`config.mk`:
```
export PLATFORM = sky130hd
export DESIGN_NAME = psum_binarizer
export DESIGN_NICKNAME = d
export VERILOG_FILES = /design/src/rtl/pe_pkg.sv /design/src/rtl/psum_thresh_cmp.sv /design/src/rtl/psum_binarizer.sv
export SDC_FILE = /design/constraint.sdc
export NUM_CORES = 2
export LEC_CHECK = 0
export CORE_MARGIN = 2
export CORE_UTILIZATION = 58
export CTS_BUF_LIST = sky130_fd_sc_hd__clkbuf_4 sky130_fd_sc_hd__clkbuf_8
export DETAILED_ROUTE_END_ITERATION = 10
export HOLD_SLACK_MARGIN = 0.02
export PLACE_DENSITY = 0.87
export SLEW_MARGIN = 15
export SYNTH_ARGS = -nofsm -noshare
export SYNTH_HDL_FRONTEND = slang
export SYNTH_HIERARCHICAL = 1
export SYNTH_SLANG_ARGS = --single-unit
export TNS_END_PERCENT = 1
```
`constraint.sdc`:
```
create_clock -name clk_in -period 25.9 [get_ports clk_in]
set_input_delay 5.18 -clock clk_in [delete_from_list [all_inputs] [get_ports clk_in]]
set_output_delay 5.18 -clock clk_in [all_outputs]
set_load 0.05 [all_outputs]
```
`src/rtl/pe_pkg.sv`:
```
// Shared parameters and types for the PE array output stage.
//   WIDTH          : signed psum / threshold width
//   OUT_ROW_LENGTH : pixels delivered per channel pop
//   O_CH           : output channels per layer pass (multiple of OUT_W)
//   OUT_W          : packed output word width
package pe_pkg;

   localparam int unsigned WIDTH          = 14;
   localparam int unsigned OUT_ROW_LENGTH = 10;
   localparam int unsigned O_CH           = 64;
   localparam int unsigned OUT_W          = 16;

   localparam int unsigned WORDS_PER_PIX  = O_CH / OUT_W;

   // Counter widths, never narrower than one bit
   localparam int unsigned CH_CNT_W   = (O_CH > 1)           ? $clog2(O_CH)           : 1;
   localparam int unsigned PIX_CNT_W  = (OUT_ROW_LENGTH > 1) ? $clog2(OUT_ROW_LENGTH) : 1;
   localparam int unsigned WORD_CNT_W = (WORDS_PER_PIX > 1)  ? $clog2(WORDS_PER_PIX)  : 1;

   // Folded batch-norm threshold entry; layout matches thr_in {inv, thr}
   typedef struct packed {
      logic                    inv;
      logic signed [WIDTH-1:0] thr;
   } thr_entry_t;

endpackage

```
`src/rtl/psum_thresh_cmp.sv`:
```
// Binarizes one channel row of psums against a single threshold.
//   psum_in  : OUT_ROW_LENGTH packed two's-complement psums, pixel i at [i*WIDTH +: WIDTH]
//   thr_in   : signed threshold for this channel
//   inv_in   : flip the comparison result
//   bits_out : bit i = (psum_i >= thr_in) XOR inv_in
module psum_thresh_cmp
   import pe_pkg::*;
(
   input  logic [OUT_ROW_LENGTH*WIDTH-1:0] psum_in,
   input  logic signed [WIDTH-1:0]         thr_in,
   input  logic                            inv_in,
   output logic [OUT_ROW_LENGTH-1:0]       bits_out
);

   // Full-width signed compare; equality binarizes to 1 before inversion
   for (genvar p = 0; p < OUT_ROW_LENGTH; p++) begin : g_cmp
      logic signed [WIDTH-1:0] psum_c;
      assign psum_c      = $signed(psum_in[p*WIDTH +: WIDTH]);
      assign bits_out[p] = (psum_c >= thr_in) ^ inv_in;
   end

endmodule

```
`src/rtl/psum_binarizer.sv`:
```
// Binarizes per-channel psum rows from the PE array and transposes them into a
// ping-pong channel-by-pixel buffer, drained as channel-packed activation words.
//   clk_in, rst_in             : clock, synchronous active-low reset
//   thr_load_in, thr_in        : shift one {inv, thr} entry into the threshold chain
//   psum_valid_in/ready_out    : one channel row per accept, channels in order 0..O_CH-1
//   psum_in                    : OUT_ROW_LENGTH packed signed psums
//   act_valid_out/act_ready_in : output word handshake
//   act_out                    : bit b = channel w*OUT_W+b of the current pixel
module psum_binarizer
   import pe_pkg::*;
(
   input  logic                            clk_in,
   input  logic                            rst_in,
   input  logic                            thr_load_in,
   input  logic [WIDTH:0]                  thr_in,
   input  logic                            psum_valid_in,
   output logic                            psum_ready_out,
   input  logic [OUT_ROW_LENGTH*WIDTH-1:0] psum_in,
   output logic                            act_valid_out,
   input  logic                            act_ready_in,
   output logic [OUT_W-1:0]                act_out
);

   thr_entry_t thr_q [O_CH];

   // bank_q[bank][pixel] holds one bit per channel
   logic [O_CH-1:0] bank_q [2][OUT_ROW_LENGTH];

   logic [1:0]            full_q, full_d;
   logic                  fill_ptr_q, fill_ptr_d;
   logic                  drain_ptr_q, drain_ptr_d;
   logic [CH_CNT_W-1:0]   ch_cnt_q, ch_cnt_d;
   logic [PIX_CNT_W-1:0]  pix_cnt_q, pix_cnt_d;
   logic [WORD_CNT_W-1:0] word_cnt_q, word_cnt_d;

   logic                      accept_c;
   logic                      xfer_c;
   logic                      last_ch_c;
   logic                      last_word_c;
   thr_entry_t                thr_sel_c;
   logic [OUT_ROW_LENGTH-1:0] cmp_bits_c;
   logic [CH_CNT_W-1:0]       word_base_c;
   logic [OUT_W-1:0]          act_word_c;

   // Handshake status comes only from registered flags plus the load strobe
   assign psum_ready_out = !full_q[fill_ptr_q] && !thr_load_in;
   assign act_valid_out  = full_q[drain_ptr_q];

   assign accept_c    = psum_valid_in && psum_ready_out;
   assign xfer_c      = act_valid_out && act_ready_in;
   assign last_ch_c   = (ch_cnt_q == CH_CNT_W'(O_CH - 1));
   assign last_word_c = (pix_cnt_q == PIX_CNT_W'(OUT_ROW_LENGTH - 1)) &&
                        (word_cnt_q == WORD_CNT_W'(WORDS_PER_PIX - 1));

   assign thr_sel_c = thr_q[ch_cnt_q];

   psum_thresh_cmp u_cmp (
      .psum_in  (psum_in),
      .thr_in   (thr_sel_c.thr),
      .inv_in   (thr_sel_c.inv),
      .bits_out (cmp_bits_c)
   );

   // Output word: OUT_W consecutive channels of the current pixel, zero when idle
   assign word_base_c = CH_CNT_W'(32'(word_cnt_q) * OUT_W);
   assign act_word_c  = bank_q[drain_ptr_q][pix_cnt_q][word_base_c +: OUT_W];
   assign act_out     = act_valid_out ? act_word_c : '0;

   // Threshold shift chain: newest entry enters at the top channel
   always_ff @(posedge clk_in) begin
      if (!rst_in) begin
         for (int k = 0; k < O_CH; k++) begin
            thr_q[CH_CNT_W'(k)] <= '0;
         end
      end else if (thr_load_in) begin
         for (int k = 0; k < O_CH - 1; k++) begin
            thr_q[CH_CNT_W'(k)] <= thr_q[CH_CNT_W'(k + 1)];
         end
         thr_q[O_CH-1] <= thr_entry_t'(thr_in);
      end
   end

   // Bit transpose into the fill bank; contents are qualified by full_q, so no reset
   always_ff @(posedge clk_in) begin
      if (accept_c) begin
         for (int p = 0; p < OUT_ROW_LENGTH; p++) begin
            bank_q[fill_ptr_q][PIX_CNT_W'(p)][ch_cnt_q] <= cmp_bits_c[PIX_CNT_W'(p)];
         end
      end
   end

   // Next-state for bank flags, pointers and counters
   always_comb begin
      full_d      = full_q;
      fill_ptr_d  = fill_ptr_q;
      drain_ptr_d = drain_ptr_q;
      ch_cnt_d    = ch_cnt_q;
      pix_cnt_d   = pix_cnt_q;
      word_cnt_d  = word_cnt_q;

      if (accept_c) begin
         if (last_ch_c) begin
            full_d[fill_ptr_q] = 1'b1;
            fill_ptr_d         = !fill_ptr_q;
            ch_cnt_d           = '0;
         end else begin
            ch_cnt_d = ch_cnt_q + CH_CNT_W'(1);
         end
      end

      // Fill and drain always target different banks, so both updates apply
      if (xfer_c) begin
         if (last_word_c) begin
            full_d[drain_ptr_q] = 1'b0;
            drain_ptr_d         = !drain_ptr_q;
            pix_cnt_d           = '0;
            word_cnt_d          = '0;
         end else if (word_cnt_q == WORD_CNT_W'(WORDS_PER_PIX - 1)) begin
            word_cnt_d = '0;
            pix_cnt_d  = pix_cnt_q + PIX_CNT_W'(1);
         end else begin
            word_cnt_d = word_cnt_q + WORD_CNT_W'(1);
         end
      end
   end

   always_ff @(posedge clk_in) begin
      if (!rst_in) begin
         full_q      <= '0;
         fill_ptr_q  <= 1'b0;
         drain_ptr_q <= 1'b0;
         ch_cnt_q    <= '0;
         pix_cnt_q   <= '0;
         word_cnt_q  <= '0;
      end else begin
         full_q      <= full_d;
         fill_ptr_q  <= fill_ptr_d;
         drain_ptr_q <= drain_ptr_d;
         ch_cnt_q    <= ch_cnt_d;
         pix_cnt_q   <= pix_cnt_d;
         word_cnt_q  <= word_cnt_d;
      end
   end

endmodule

```
### Word-level counts from Yosys, hierarchy flattened

Memory sizes are Yosys's and may differ from the RTL's. A register that Yosys moved wholly into a read port is not among the register bits.
Index checks and enable logic that the tools add are counted.

* register bits after elaboration: 16
* bits in writable memories: 1984
* bits of input ports: 160
* output and inout port bits: 18
* word-level logic and storage cells: 218
* memories kept: 2

Memories
* bank_q: depth 2, width 512, read ports 1, clocked after Yosys merged registers in 1, write ports 1, line psum_binarizer.sv:27 `logic [O_CH-1:0] bank_q [2][OUT_ROW_LENGTH];`
* thr_q: depth 64, width 15, read ports 64, clocked after Yosys merged registers in 1, write ports 64, line psum_binarizer.sv:24 `thr_entry_t thr_q [O_CH];`

* add/subtract/negate cells: 3
* order comparisons: 15
* equal/unequal tests: 3
* shift operators: 1
* mux-type cells: 97
* bitwise logic cells: 76
* reduce and logical (&&, ||, !) cells: 15

Operators by type and width (count)
* two-way mux 15 bit: 64
* binary-select mux 64 bit (select 4 bit): 1
* two-way mux 64 bit: 3
* greater-or-equal comparator 14 bit: 8
* bitwise OR 1 bit: 64
* indexed part select 64 x 7 -> 16 bit: 1
* two-way mux 6 bit: 3
* two-way mux 16 bit: 1
* two-way mux 1 bit: 14
* two-way mux 2 bit: 6
* two-way mux 4 bit: 2
* bitwise XOR 1 bit: 8
* logical AND 1 bit: 7
* < comparator 6 x 7 -> 1 bit, second input constant: 1
* adder 6 x 1 -> 6 bit, second input constant: 1
* demux 1 bit (select 6 bit): 1
* equality test 6 bit, second input constant: 1
* greater-or-equal comparator 6 x 1 -> 1 bit, second input constant: 1
* AND reduction 2 bit: 3
* greater-or-equal comparator 5 bit, second input constant: 1
* NOT 4 -> 5 bit: 1
* adder 4 x 1 -> 4 bit, second input constant: 1
* equality test 4 bit, second input constant: 1
* logical NOT 1 bit: 4
* 9 further kinds: 12

### Longest topological paths before layout

* word-level depth: 10
* gate-level depth with buffers: 16
* depth with buffers taken out: 12

### By module

The synthesis kept the hierarchy.

By module, submodules not included
* psum_binarizer: times used 1, cells each 4587, area an instance 83427.5 µm², sequential area each 60037.6 µm²
* psum_thresh_cmp: times used 1, cells each 505, area an instance 3728.6 µm², sequential area each 0.0 µm²

### Worst setup path after synthesis

OpenSTA, ideal clock, no wires.

* path type: input-to-reg
* start: input port rst_in
* end: memory thr_q[0][0] (netlist name), enable pin
* setup time: 6.632 ns
* arrival time: 20.902 ns
* data required time: 19.268 ns
* setup slack: -1.634 ns
* stages: 2
* path buffers: 1
* path through: clkbuf_1 -> nand2_1

RTL lines
* start, declared: line psum_binarizer.sv:13 `input logic rst_in,`
* end, declared: line psum_binarizer.sv:24

### Worst setup path after layout

* start: input port thr_load_in
* end: output port psum_ready_out

* longest elaborated chain between the ends: 2

RTL lines
* start, declared: line psum_binarizer.sv:14 `input logic thr_load_in,`
* logical NOT 1 bit: line psum_binarizer.sv:46 `assign psum_ready_out = !full_q[fill_ptr_q] && !thr_load_in;`
* logical AND 1 bit: line psum_binarizer.sv:46
* end, declared: line psum_binarizer.sv:17 `output logic psum_ready_out,`

No other way between the ends.

==> load_flow_metrics.sql <==
INSERT INTO impl_metrics (metric_group, metric, value, unit) VALUES
('floorplan', 'start_util', '58.46', '%'),
('global_route', 'grt_remaining_overflow', '0', ''),
('clock_network', 'cts-root-buf', 'sky130_fd_sc_hd__clkbuf_8', ''),
('placement', 'area_of_placed_instances', '0.08939', 'mm²'),
('timing', 'rsz0062_at_grt', 'no', ''),
('floorplan', 'horizontal_die_dimension', '390.0', 'µm'),
('timing', 'layout_min_cycle_time', '12.51', 'ns'),
('timing', 'relSlewSlack', '17.10', '%'),
('global_route', 'globalRoute.busiestLayer', 'met2', ''),
('worst_setup_path', 'critical_path_arrival', '7.33', 'ns'),
('floorplan', 'core_region_area', '0.1478', 'mm²'),
('clock_network', 'clock_tree.buffer_depth', '4', ''),
('timing', 'finalSetupTns', '0', 'ns'),
('clock_network', 'number_of_hold_buffers_added_after_cts', '0', ''),
('clock_network', 'clkTransAtPathRegs', '0.07', 'ns'),
('finish', 'area_delta_synth_final', '10.53', '%'),
('worst_setup_path', 'worstPathBufferInverterCount', '3', ''),
('run_status', 'status', 'finished, final reports clean', ''),
('worst_setup_path', 'critical_path.startpoint_type', 'input pin', ''),
('routing', 'drt_first_pass_iters', '8', ''),
('clock_network', 'cts-buffers-inserted', '324', ''),
('synthesis', 'yosys_warnings', '6', ''),
('timing', 'timing.clock.skew', '0.09995', 'ns'),
('clock_network', 'clock_latency_on_the_worst_skew_pair', '1.03', 'ns'),
('timing', 'post-route-period-util', '48.29', '%'),
('finish', 'finish.instance_area', '0.09553', 'mm²'),
('clock_network', 'clock_sink_count', '2007', ''),
('global_route', 'grt_util_met1', '36.08', '%'),
('flow_run', 'cap_viol_max_count', '0', ''),
('worst_setup_path', 'timing.critical_path.to_type', 'output port', ''),
('min_path', 'min-delay-start', 'full_q[1]$_SDFF_PN0_', ''),
('timing', 'worstMarginPinSlew', '1.241', 'ns'),
('worst_setup_path', 'crit_path_max_incr_delay', '0.73', 'ns'),
('floorplan', 'fp.dieH', '390.0', 'µm'),
('routing', 'wirelength', '205400', 'µm'),
('routing', 'routed_wire_length_per_instance', '27.95', 'µm'),
('global_route', 'first_global_vias', '50218', ''),
('placement', 'gp_congestion', '0.8234', ''),
('global_route', 'grt_antenna_before_repair', '13', ''),
('global_route', 'grt_util_met3', '6.824', '%'),
('timing', 'hold_viol', '0', ''),
('min_path', 'worstHoldPathType', 'flip-flop to flip-flop', ''),
('pwr', 'vdd_ir_drop_max', '0.06888', 'mV'),
('placement', 'place.detailed.hpwl', '113300', 'µm'),
('timing', 'achievable-frequency', '79.96', 'MHz'),
('routing', 'drc', '0', ''),
('routing', 'via_count', '49415', ''),
('placement', 'dpl_worst_slack', '13.49', 'ns'),
('global_route', 'grt_usage', '26.78', '%'),
('global_route', 'grt_first_pass_wirelength', '307200', 'µm'),
('synthesis', 'synth_fp_nets', '5270', ''),
('finish', 'finalNetCount', '5457', ''),
('floorplan', 'num_io_pins', '178', ''),
('floorplan', 'rows', '141', ''),
('worst_setup_path', 'timing.critical_path.cells', 'buf_8 -> inv_1 -> and2_1 -> clkdlybuf4s50_1', ''),
('placement', 'io_buffer_count', '149', ''),
('synthesis', 'synth_area_per_cell', '17.31', 'µm²'),
('timing', 'final-setup-viol-count', '0', ''),
('clock_network', 'post_cts.resized_instances', '0', ''),
('worst_setup_path', 'worst_path_dominant_cell_family', 'buffers and inverters', ''),
('worst_setup_path', 'slowest_cell_on_crit_path', 'sky130_fd_sc_hd__clkdlybuf4s50_1', ''),
('clock_network', 'h-tree-depth', '5', ''),
('timing', 'slew_violations', '0', ''),
('pwr', 'power.density', '74.06', 'mW/mm²'),
('pwr', 'power.total', '7.075', 'mW'),
('routing', 'initialDrtViolationCount', '6857', ''),
('routing', 'detail_route.vias_per_cell', '6.723', ''),
('finish', 'final_layout_size_suffix_gt1_share', '20.20', '%'),
('timing', 'fin_ws', '13.39', 'ns'),
('worst_setup_path', 'timing.setup.critical_path_class', 'input pin to output port', ''),
('routing', 'post_drt_antenna_nets', '0', ''),
('timing', 'hold-worst-slack', '0.5339', 'ns'),
('clock_network', 'cts_tree', 'yes', ''),
('worst_setup_path', 'timing.critical_path.fanout_max', '164', ''),
('synthesis', 'synth_cells', '4994', ''),
('global_route', 'gr-usage-met2', '41.09', '%'),
('worst_setup_path', 'setup.worst_path.start', 'thr_load_in', ''),
('synthesis', 'netlist_area', '0.08643', 'mm²'),
('floorplan', 'floorplan.die_area', '0.1521', 'mm²'),
('global_route', 'grt_start_max_net_pins', '302', ''),
('pwr', 'cellLeakagePower', '34.00', 'nW'),
('clock_network', 'post_cts.repair.setup_buffers', '0', ''),
('worst_setup_path', 'worstPathRequired', '20.72', 'ns');
## state kept, by name, summed over array words and instances, names as in the netlist, named ones only
name         flops
full_q           2
drain_ptr_q      1
thr_q          960
word_cnt_q       2
fill_ptr_q       1
pix_cnt_q        4
ch_cnt_q         6
bank_q        1024
## power breakdown
part           switching [mW]  internal, mW
combinational           0.366         0.167
sequential             0.0600          3.83
clock                    1.24          1.41
## metal layers
layer | share of wire [%] | wire (µm) | up-vias
met4 | 4.9 | 10160 | 10
met2 | 47 | 97450 | 3714
met3 | 12 | 25500 | 732
met5 | 0.030 | 61 | -
li1 | - | - | 20322
met1 | 35 | 72280 | 24637
## area by class of cell
class,count,area [µm²]
clock inverters,143,898.4
multi-input cells,2592,24660
fillers,9228,52310
inverters,36,135.1
repair buffers,220,2135
diodes,5,12.51
well taps,1930,2415
flip-flops and latches,2007,60070
clock buffers,417,5201
## stage by stage
| stage | util [%] | cells |
|---|---|---|
| after floorplan | - | 4994 |
| after global placement | 60.47 | 6784 |
| after detailed placement | 60.47 | 6784 |
| after CTS | 64.59 | 7344 |
| after global routing | 64.61 | 7349 |
| final | 64.62 | 7350 |
## placed cells by master, fill, tap and decap left out, types with 30 or more instances in the layout
cell and instances:
sky130_fd_sc_hd__mux4_2 493, sky130_fd_sc_hd__clkbuf_4 86, sky130_fd_sc_hd__edfxtp_1 1984, sky130_fd_sc_hd__a21oi_1 52
sky130_fd_sc_hd__mux2i_1 84, sky130_fd_sc_hd__buf_4 63, sky130_fd_sc_hd__o21ai_1 30, sky130_fd_sc_hd__clkinv_2 44
sky130_fd_sc_hd__ha_1 116, sky130_fd_sc_hd__o22ai_1 75, sky130_fd_sc_hd__and2_1 458, sky130_fd_sc_hd__nand2b_1 32
sky130_fd_sc_hd__clkdlybuf4s50_1 147, sky130_fd_sc_hd__nor2_1 195, sky130_fd_sc_hd__o21ai_0 69, sky130_fd_sc_hd__nand2_1 166
sky130_fd_sc_hd__inv_1 33, sky130_fd_sc_hd__clkbuf_8 331, sky130_fd_sc_hd__clkinv_1 79, sky130_fd_sc_hd__and3_1 516
## worst reg2reg max path, stage by stage (launching register included)
cell	delay, ns
sky130_fd_sc_hd__dfxtp_4	0.90
sky130_fd_sc_hd__buf_12	0.61
sky130_fd_sc_hd__buf_4	0.74
sky130_fd_sc_hd__mux4_2	0.62
sky130_fd_sc_hd__mux4_2	0.47
sky130_fd_sc_hd__o21ai_1	0.42
sky130_fd_sc_hd__o21ai_1	0.13
sky130_fd_sc_hd__inv_1	0.61
sky130_fd_sc_hd__ha_1	0.28
sky130_fd_sc_hd__a21oi_1	0.06
sky130_fd_sc_hd__o21ai_0	0.55
sky130_fd_sc_hd__or3b_2	0.50
sky130_fd_sc_hd__nand4b_1	0.12
sky130_fd_sc_hd__buf_4	0.54
sky130_fd_sc_hd__buf_4	0.93
## path summary, 6_finish.rpt
path              depth (start not counted)  slack [ns]                       end
setup reg to reg                         14       17.99  bank_q[1][214]$_DFFE_PP_
setup / recovery                          4       13.39            psum_ready_out
hold reg to reg                           2        0.53      full_q[1]$_SDFF_PN0_
hold / removal                            2        0.53      full_q[1]$_SDFF_PN0_
Power figures use the tool's default switching activity.
